[config.mk]
export PLATFORM = sky130hd
export DESIGN_NAME = down_counter_timer_flat
export DESIGN_NICKNAME = d
export VERILOG_FILES = /design/src/rtl/down_counter_timer_if.sv /design/src/rtl/down_counter_timer.sv /design/src/flat_wrapper.sv
export SDC_FILE = /design/constraint.sdc
export NUM_CORES = 1
export LEC_CHECK = 0
export BUFFER_PORTS_ARGS = -buffer_cell sky130_fd_sc_hd__buf_2
export CORE_AREA = 2 2 39 41
export CTS_CLUSTER_SIZE = 40
export DETAILED_ROUTE_END_ITERATION = 7
export DIE_AREA = 0 0 41 43
export PLACE_DENSITY_LB_ADDON = 0.12
export SYNTH_ARGS = -nofsm -noshare
export SYNTH_HDL_FRONTEND = slang
export SYNTH_SLANG_ARGS = --single-unit
[constraint.sdc]
create_clock -name clk -period 1.2 [get_ports clk]
set_input_delay 0.06 -clock clk [delete_from_list [all_inputs] [get_ports clk]]
set_output_delay 0.06 -clock clk [all_outputs]
set_load 0.02 [all_outputs]
[src/rtl/down_counter_timer_if.sv]
// Load/control/status bundle for down_counter_timer.
// master drives the load handshake and controls; slave is the timer itself.
interface down_counter_timer_if #(
  parameter int WIDTH = 4
);
  logic             in_valid;
  logic             in_ready;
  logic [WIDTH-1:0] in_data;
  logic             en;
  logic             abort;
  logic [WIDTH-1:0] count;
  logic             busy;
  logic             done;

  modport master (
    output in_valid, in_data, en, abort,
    input  in_ready, count, busy, done
  );

  modport slave (
    input  in_valid, in_data, en, abort,
    output in_ready, count, busy, done
  );
endinterface

[src/rtl/down_counter_timer.sv]
// Loadable down-counter with a one-cycle done pulse on reaching zero.
// Define DOWN_COUNTER_AUTORELOAD_EN to make it periodic (reload from the last loaded value).
module down_counter_timer #(
  parameter int WIDTH = 4
) (
  input logic                  clk,
  input logic                  rst,
  down_counter_timer_if.slave  bus
);

  typedef enum logic [1:0] {
    IDLE = 2'd0,
    RUN  = 2'd1,
    DONE = 2'd2
  } state_t;

  localparam logic [WIDTH-1:0] ZERO = '0;
  localparam logic [WIDTH-1:0] ONE  = {{(WIDTH-1){1'b0}}, 1'b1};

  state_t           state, state_next;
  logic [WIDTH-1:0] count_q, count_next;
  logic             done_q, done_next;
  logic             accept;

`ifdef DOWN_COUNTER_AUTORELOAD_EN
  logic [WIDTH-1:0] reload_q, reload_next;
`endif

  assign bus.in_ready = (state != RUN) && !rst;
  assign accept       = bus.in_valid && bus.in_ready;
  assign bus.count    = count_q;
  assign bus.busy     = (state == RUN);
  assign bus.done     = done_q;

  always_ff @(posedge clk) begin
    if (rst) begin
      state   <= IDLE;
      count_q <= ZERO;
      done_q  <= 1'b0;
`ifdef DOWN_COUNTER_AUTORELOAD_EN
      reload_q <= ZERO;
`endif
    end else begin
      state   <= state_next;
      count_q <= count_next;
      done_q  <= done_next;
`ifdef DOWN_COUNTER_AUTORELOAD_EN
      reload_q <= reload_next;
`endif
    end
  end

  // Abort outranks en in RUN; a zero load skips RUN and goes straight to DONE.
  always_comb begin
    state_next = state;
    count_next = count_q;
    done_next  = 1'b0;
`ifdef DOWN_COUNTER_AUTORELOAD_EN
    reload_next = accept ? bus.in_data : reload_q;
`endif
    case (state)
      IDLE, DONE: begin
        if (accept) begin
          count_next = bus.in_data;
          if (bus.in_data == ZERO) begin
            state_next = DONE;
            done_next  = 1'b1;
          end else begin
            state_next = RUN;
          end
        end
      end
      RUN: begin
        if (bus.abort) begin
          state_next = IDLE;
          count_next = ZERO;
        end else if (bus.en) begin
          if (count_q == ONE) begin
            done_next = 1'b1;
`ifdef DOWN_COUNTER_AUTORELOAD_EN
            count_next = reload_q;
`else
            count_next = ZERO;
            state_next = DONE;
`endif
          end else begin
            count_next = count_q - ONE;
          end
        end
      end
      default: begin
        state_next = IDLE;
        count_next = ZERO;
      end
    endcase
  end

endmodule
[src/flat_wrapper.sv]
// flat-port wrapper written by rule: the top's interface ports become plain ports
module down_counter_timer_flat 
#(
  parameter int WIDTH = 4
)
  (clk, rst, bus_in_valid, bus_in_data, bus_en, bus_abort, bus_in_ready, bus_count, bus_busy, bus_done);
  down_counter_timer_if #(.WIDTH(WIDTH)) bus_i ();
  input logic clk;
  input logic rst;
  input wire logic [$bits(bus_i.in_valid)-1:0] bus_in_valid;
  input wire logic [$bits(bus_i.in_data)-1:0] bus_in_data;
  input wire logic [$bits(bus_i.en)-1:0] bus_en;
  input wire logic [$bits(bus_i.abort)-1:0] bus_abort;
  output wire logic [$bits(bus_i.in_ready)-1:0] bus_in_ready;
  output wire logic [$bits(bus_i.count)-1:0] bus_count;
  output wire logic [$bits(bus_i.busy)-1:0] bus_busy;
  output wire logic [$bits(bus_i.done)-1:0] bus_done;
  assign bus_i.in_valid = bus_in_valid;
  assign bus_i.in_data = bus_in_data;
  assign bus_i.en = bus_en;
  assign bus_i.abort = bus_abort;
  assign bus_in_ready = bus_i.in_ready;
  assign bus_count = bus_i.count;
  assign bus_busy = bus_i.busy;
  assign bus_done = bus_i.done;
  down_counter_timer #(.WIDTH(WIDTH)) u_core (.clk(clk), .rst(rst), .bus(bus_i));
endmodule
==> results_dict.tcl, run 1 <==
set metrics [dict create \
    status "complete, but fails checks" \
    violations "negative setup slack" \
    globalRouteMet2Util 0.300 \
    clockBufferDepth 2 \
    ant_nets 0 \
    yosysWarnings 0 \
    areaGrowthSynthToFinish_pct 81.4 \
    viasPerCell 4.94 \
    grt_util_met1 0.235 \
    numCtsBuffers 3 \
    htreeDepth 1 \
    hold_class "primary input to flop" \
    worstPathArrival_ns 1.38 \
    place_congestion 0.774 \
    final.min_clock_period_ns 1.23 \
    fp.dieW_um 41 \
    num_rows 14 \
    grt_most_used_layer "met2" \
    grt_pass1_wl_um 2280 \
    multi_input_area_um2 395 \
    final.setup_skew_ns 0.00171 \
    max_cap_viol_count 0 \
    avgSynthCellArea_um2 8.27 \
    clkTransAtPathRegs_ns 0.05 \
    worst_slew_pin_slew_ns 0.292 \
    powerDensity_nw_per_um2 1050 \
    setup_ws_ns -0.0338 \
    n_fill_cell 120 \
    cts_root_buf "clkbuf_4" \
    clkLatencyLatePin_ns 0.25 \
    grt_pass1_vias 505 \
    stdcell_count 106 \
    rsz0062_at_grt "yes" \
    hold_buffers 0 \
    final_util 0.607 \
    grt_util_met3 0.0838 \
    fmaxAchievable_mhz 811 \
    synth_cell_types 25 \
    cp-end-kind "flop" \
    pwr-share-clk 0.244 \
    coreArea_um2 1380 \
    ff_latch_area_um2 153 \
    hold_viol 0 \
    antenna_found_initial 0 \
    fin_crit_sh 1.03 \
    ys_seq_area_frac 0.303 \
    slew_violations 0 \
    cp_data_required_time_ns 1.34 \
    dieArea_um2 1760 \
    ir_drop_mv 0.562 \
    ys_ff_latch 7 \
    switching_share 0.336 \
    fin_nets 102 \
    startpoint_type "flop" \
    power_frac_comb 0.438 \
    port_buffers 15 \
    cts.sinks 7 \
    grt_max_degree 9 \
    setup_tns_ns -0.114 \
    path_max_fanout 5 \
    p_total_mw 0.883 \
    syn-num-nets 67 \
    gr-total-overflow 0 \
    dp_hpwl_um 968 \
    power_frac_seq 0.318 \
    dr.pass1.iters 4 \
    die_h_um 43 \
    synthCells 56 \
    postPlaceCellArea_um2 644 \
    switching_power_mw 0.296 \
    ioPinCount 16 \
    drive_gt1_frac 0.678 \
    internal-power_mw 0.586 \
    syn_area_um2 463 \
    track_usage 0.201 \
    wl_um 1460 \
    n_antenna_cell 0 \
    vias 524 \
    drt_iter0_drc 11 \
    final_area_um2 840 \
    routedWlPerCell_um 13.7 \
    crit_type "flop to flop" \
    dpl.cell_count 96 \
    cts_tree "done" \
    leakage_nw 0.389 \
    route.detailed.drc 0 \
    initial_core_util 0.335 \
    maxSlewHeadroom 0.804 \
    setup_violations 4 \
]
path summary, 6_finish.rpt:
check | cells after the start | to | start | slack (ns)
worst min-delay path | 3 | u_core.bus.done | bus_en | 0.08
worst max-delay path | 4 | u_core.state[1] | u_core.state[1] | -0.03
worst min register to register | 2 | u_core.bus.count[0] | u_core.bus.count[0] | 0.64
worst max register to register | 4 | u_core.state[1] | u_core.state[1] | -0.03
synth_stat cells (all sizes together):
| master | instances | area (µm²) |
|---|---|---|
| nor2 | 6 | 22.5 |
| inv | 6 | 22.5 |
| dfxtp | 7 | 140 |
| or4 | 1 | 11.3 |
| o31a | 1 | 8.76 |
| nor2b | 4 | 25.0 |
| nor3 | 5 | 35.0 |
| a311oi | 1 | 8.76 |
| o22ai | 3 | 18.8 |
| a21oi | 5 | 28.8 |
| buf | 2 | 12.5 |
| o221a | 1 | 11.3 |
| o21ai | 2 | 10.0 |
| ha | 2 | 25.0 |
| xnor2 | 1 | 8.76 |
| nand2b | 2 | 12.5 |
| a21o | 2 | 15.0 |
| or3b | 1 | 8.76 |
| a22o | 2 | 17.5 |
| nor3b | 2 | 20.0 |
cell usage in the layout, fill, tap and decap left out, types with 2 or more instances in the layout:
master,count
buf_2,14
buf_4,14
nor2_1,6
inv_1,4
nor3_2,4
buf_6,4
a21oi_2,3
clkbuf_4,3
dfxtp_4,3
dfxtp_1,3
nor2b_4,2
o22ai_2,2
nor2b_1,2
a22o_1,2
a21o_1,2
a21oi_1,2
power by group through the flow:
stage	Sequential, mW	Combinational [mW]	Clock, mW
after CTS	0.279	0.311	0.226
after floorplan	0.298	0.146	0
final	0.281	0.386	0.215
after global placement	0.279	0.269	0
after detailed placement	0.280	0.269	0
after global routing	0.283	0.413	0.240
critical path, stage by stage (launching register included):
cell and delay (ns):
dfxtp_2 0.33, o31a_1 0.31, a21o_1 0.22, a21oi_1 0.20, nor3_2 0.06
repair_timing:
action	4_1_cts	5_1_grt
setup buffers	2	4
endpoints found under the setup margin	8	9
resized for setup	12	15
pin swaps	5	12
hold endpoints to repair	0	0
area by class of cell:
cell class	instances	area share
flip-flops and latches	7	0.182
well taps	16	0.0238
inverters	6	0.0298
clock buffers	4	0.0313
multi-input cells	41	0.471
repair buffers	32	0.262
layer usage:
layer | up-vias | wire length, µm
met5 | - | 0
met1 | 244 | 604
met3 | 5 | 65
li1 | 266 | -
met2 | 9 | 756
met4 | 0 | 29
through the flow:
stage,worst slack [ns],hold slack [ns]
finish,-0.0338,0.0764
global route,-0.0875,0.0784
CTS,-0.0266,0.0660
detailed placement,-0.107,0.329
global placement,-0.103,0.330
floorplan,0.0000803,0.199
flip-flops by register name, summed over array words and instances (netlist names):
name	count
u_core.state	2
u_core.bus.count	4
u_core.bus.done	1
cell families (layout without fill, tap and decap cells):
group           Yosys count  count (layout)  share of synthesized area
xor+xnor                  1               1                     0.0189
buf+inv                   8              42                     0.0757
fa+ha+maj                 2               2                     0.0540
flops                     7               7                      0.303
simple gates             21              21                      0.292
compound gates           17              17                      0.257
Power figures use the tool's default switching activity.
==> run 2: changes to the inputs <==
Settings changed: CTS_BUF_LIST from default to sky130_fd_sc_hd__clkbuf_4.
==> results_dict.tcl, run 2 (same netlist as run 1, synthesis figures left out) <==
set metrics [dict create \
    grt_pass1_vias 508 \
    setup_violations 3 \
    slowest_stage "dfxtp_4" \
    pwr-share-clk 0.268 \
    numCtsBuffers 3 \
    route.detailed.drc 0 \
    ir_drop_mv 0.575 \
    fin_crit_sh 1.02 \
    fp.dieW_um 41 \
    max_cap_viol_count 0 \
    coreArea_um2 1380 \
    largest_register_ffs 4 \
    port_buffers 15 \
    switching_share 0.326 \
    fin_nets 102 \
    grt_max_degree 9 \
    ioPinCount 16 \
    powerDensity_nw_per_um2 1080 \
    rsz0062_at_grt "yes" \
    hold_class "primary input to flop" \
    crit_type "flop to flop" \
    initial_core_util 0.335 \
    internal-power_mw 0.607 \
    antenna_found_initial 0 \
    areaGrowthSynthToFinish_pct 80.3 \
    gr-total-overflow 0 \
    cts_root_buf "clkbuf_4" \
    htreeDepth 1 \
    dpl.cell_count 96 \
    leakage_nw 0.390 \
    dp_hpwl_um 968 \
    cts.sinks 7 \
    setup_ws_ns -0.0239 \
    viasPerCell 4.87 \
    cp_cell_sequence "inv_4 -> ha_4 -> nand2b_4 -> o21ai_4 -> o22ai_2 -> a22o_1" \
    routedWlPerCell_um 13.5 \
    pre_cts_ws_ns -0.107 \
    worstPathArrival_ns 1.37 \
    cp_data_required_time_ns 1.34 \
    drt_iter0_drc 2 \
    num_rows 14 \
    dr.pass1.iters 2 \
    ant_nets 0 \
    place_congestion 0.774 \
    dieArea_um2 1760 \
    vias 516 \
    clkTransAtPathRegs_ns 0.05 \
    clockBufferDepth 2 \
    slew_violations 0 \
    crit_path_max_incr_delay_ns 0.35 \
    clkLatencyLatePin_ns 0.26 \
    final.min_clock_period_ns 1.22 \
    fmaxAchievable_mhz 817 \
    power_frac_comb 0.418 \
    hold_viol 0 \
    cp-end-kind "flop" \
    violations "negative setup slack" \
    path_max_fanout 4 \
    track_usage 0.204 \
    power_frac_seq 0.314 \
    switching_power_mw 0.294 \
    drive_gt1_frac 0.700 \
    stdcell_count 106 \
    status "complete, but fails checks" \
    final.setup_skew_ns 0.00244 \
    wl_um 1440 \
    die_h_um 43 \
    maxSlewHeadroom 0.844 \
    startpoint_type "flop" \
    cts_tree "done" \
    n_antenna_cell 0 \
    grt_pass1_wl_um 2310 \
    worst_slew_pin_slew_ns 0.232 \
    final_cell_mix "14 x buf_2, 14 x buf_4, 6 x nor2_1" \
]
## run 2: timing repair
item,in CTS,in global routing
gates resized for setup,12,15
buffers inserted,2,4
endpoints found under the setup margin,8,9
pin swaps,5,5
hold buffers,0,0
cloned,0,0
hold endpoints to repair,0,0
## run 2: path summary, 6_finish.rpt
kind	from	endpoint	slack [ns]	cells past startpoint
worst min-delay path	bus_en	u_core.bus.done	0.07	3
worst min register to register	u_core.state[0]	u_core.state[0]	0.63	2
worst max-delay path	u_core.bus.count[1]	u_core.bus.count[0]	-0.02	6
worst max register to register	u_core.bus.count[1]	u_core.bus.count[0]	-0.02	6
## run 2: area by class of cell
type / count / area [µm²]
fillers: 122 / 549
multi-input cells: 41 / 385
repair buffers: 32 / 220
flip-flops and latches: 7 / 154
clock buffers: 4 / 30.0
inverters: 6 / 25.0
well taps: 16 / 20.0
## run 2: metrics by stage
| step | cell area, µm² | total power [mW] | utilization | hold slack (ns) | TNS (ns) |
|---|---|---|---|---|---|
| 2_1_floorplan | 479 | 0.444 | - | 0.199 | 0 |
| 3_3_place_gp | 644 | 0.549 | 0.466 | 0.330 | -0.315 |
| 3_5_place_dp | 644 | 0.550 | 0.466 | 0.329 | -0.251 |
| 4_1_cts | 744 | 0.840 | 0.538 | 0.0649 | -0.0458 |
| 5_1_grt | 835 | 0.960 | 0.603 | 0.0700 | -0.351 |
| 6_report | 835 | 0.901 | 0.603 | 0.0697 | -0.0290 |
## run 2: power by group through the flow
stage               sequential [mW]  combinational [mW]  clock (mW)
floorplan                     0.298               0.146           0
global placement              0.279               0.269           0
detailed placement            0.280               0.269           0
CTS                           0.279               0.311       0.249
global route                  0.286               0.408       0.267
finish                        0.283               0.377       0.242
## run 2: worst max-delay path, delay by kind of cell, from the launching register on
kind | cells | cell delay [ns]
DFF | 1 | 0.35
buffers and inverters | 1 | 0.06
and+or+nand+nor | 1 | 0.07
adders and majority gates | 1 | 0.13
AOI/OAI and AO/OA | 3 | 0.51
## run 2: metal layers
layer	up-vias	wire, µm	track usage
li1	269	-	-
met1	233	628	0.242
met2	9	720	0.303
met3	5	58	0.0838
met4	0	29	0.100
met5	-	0	0
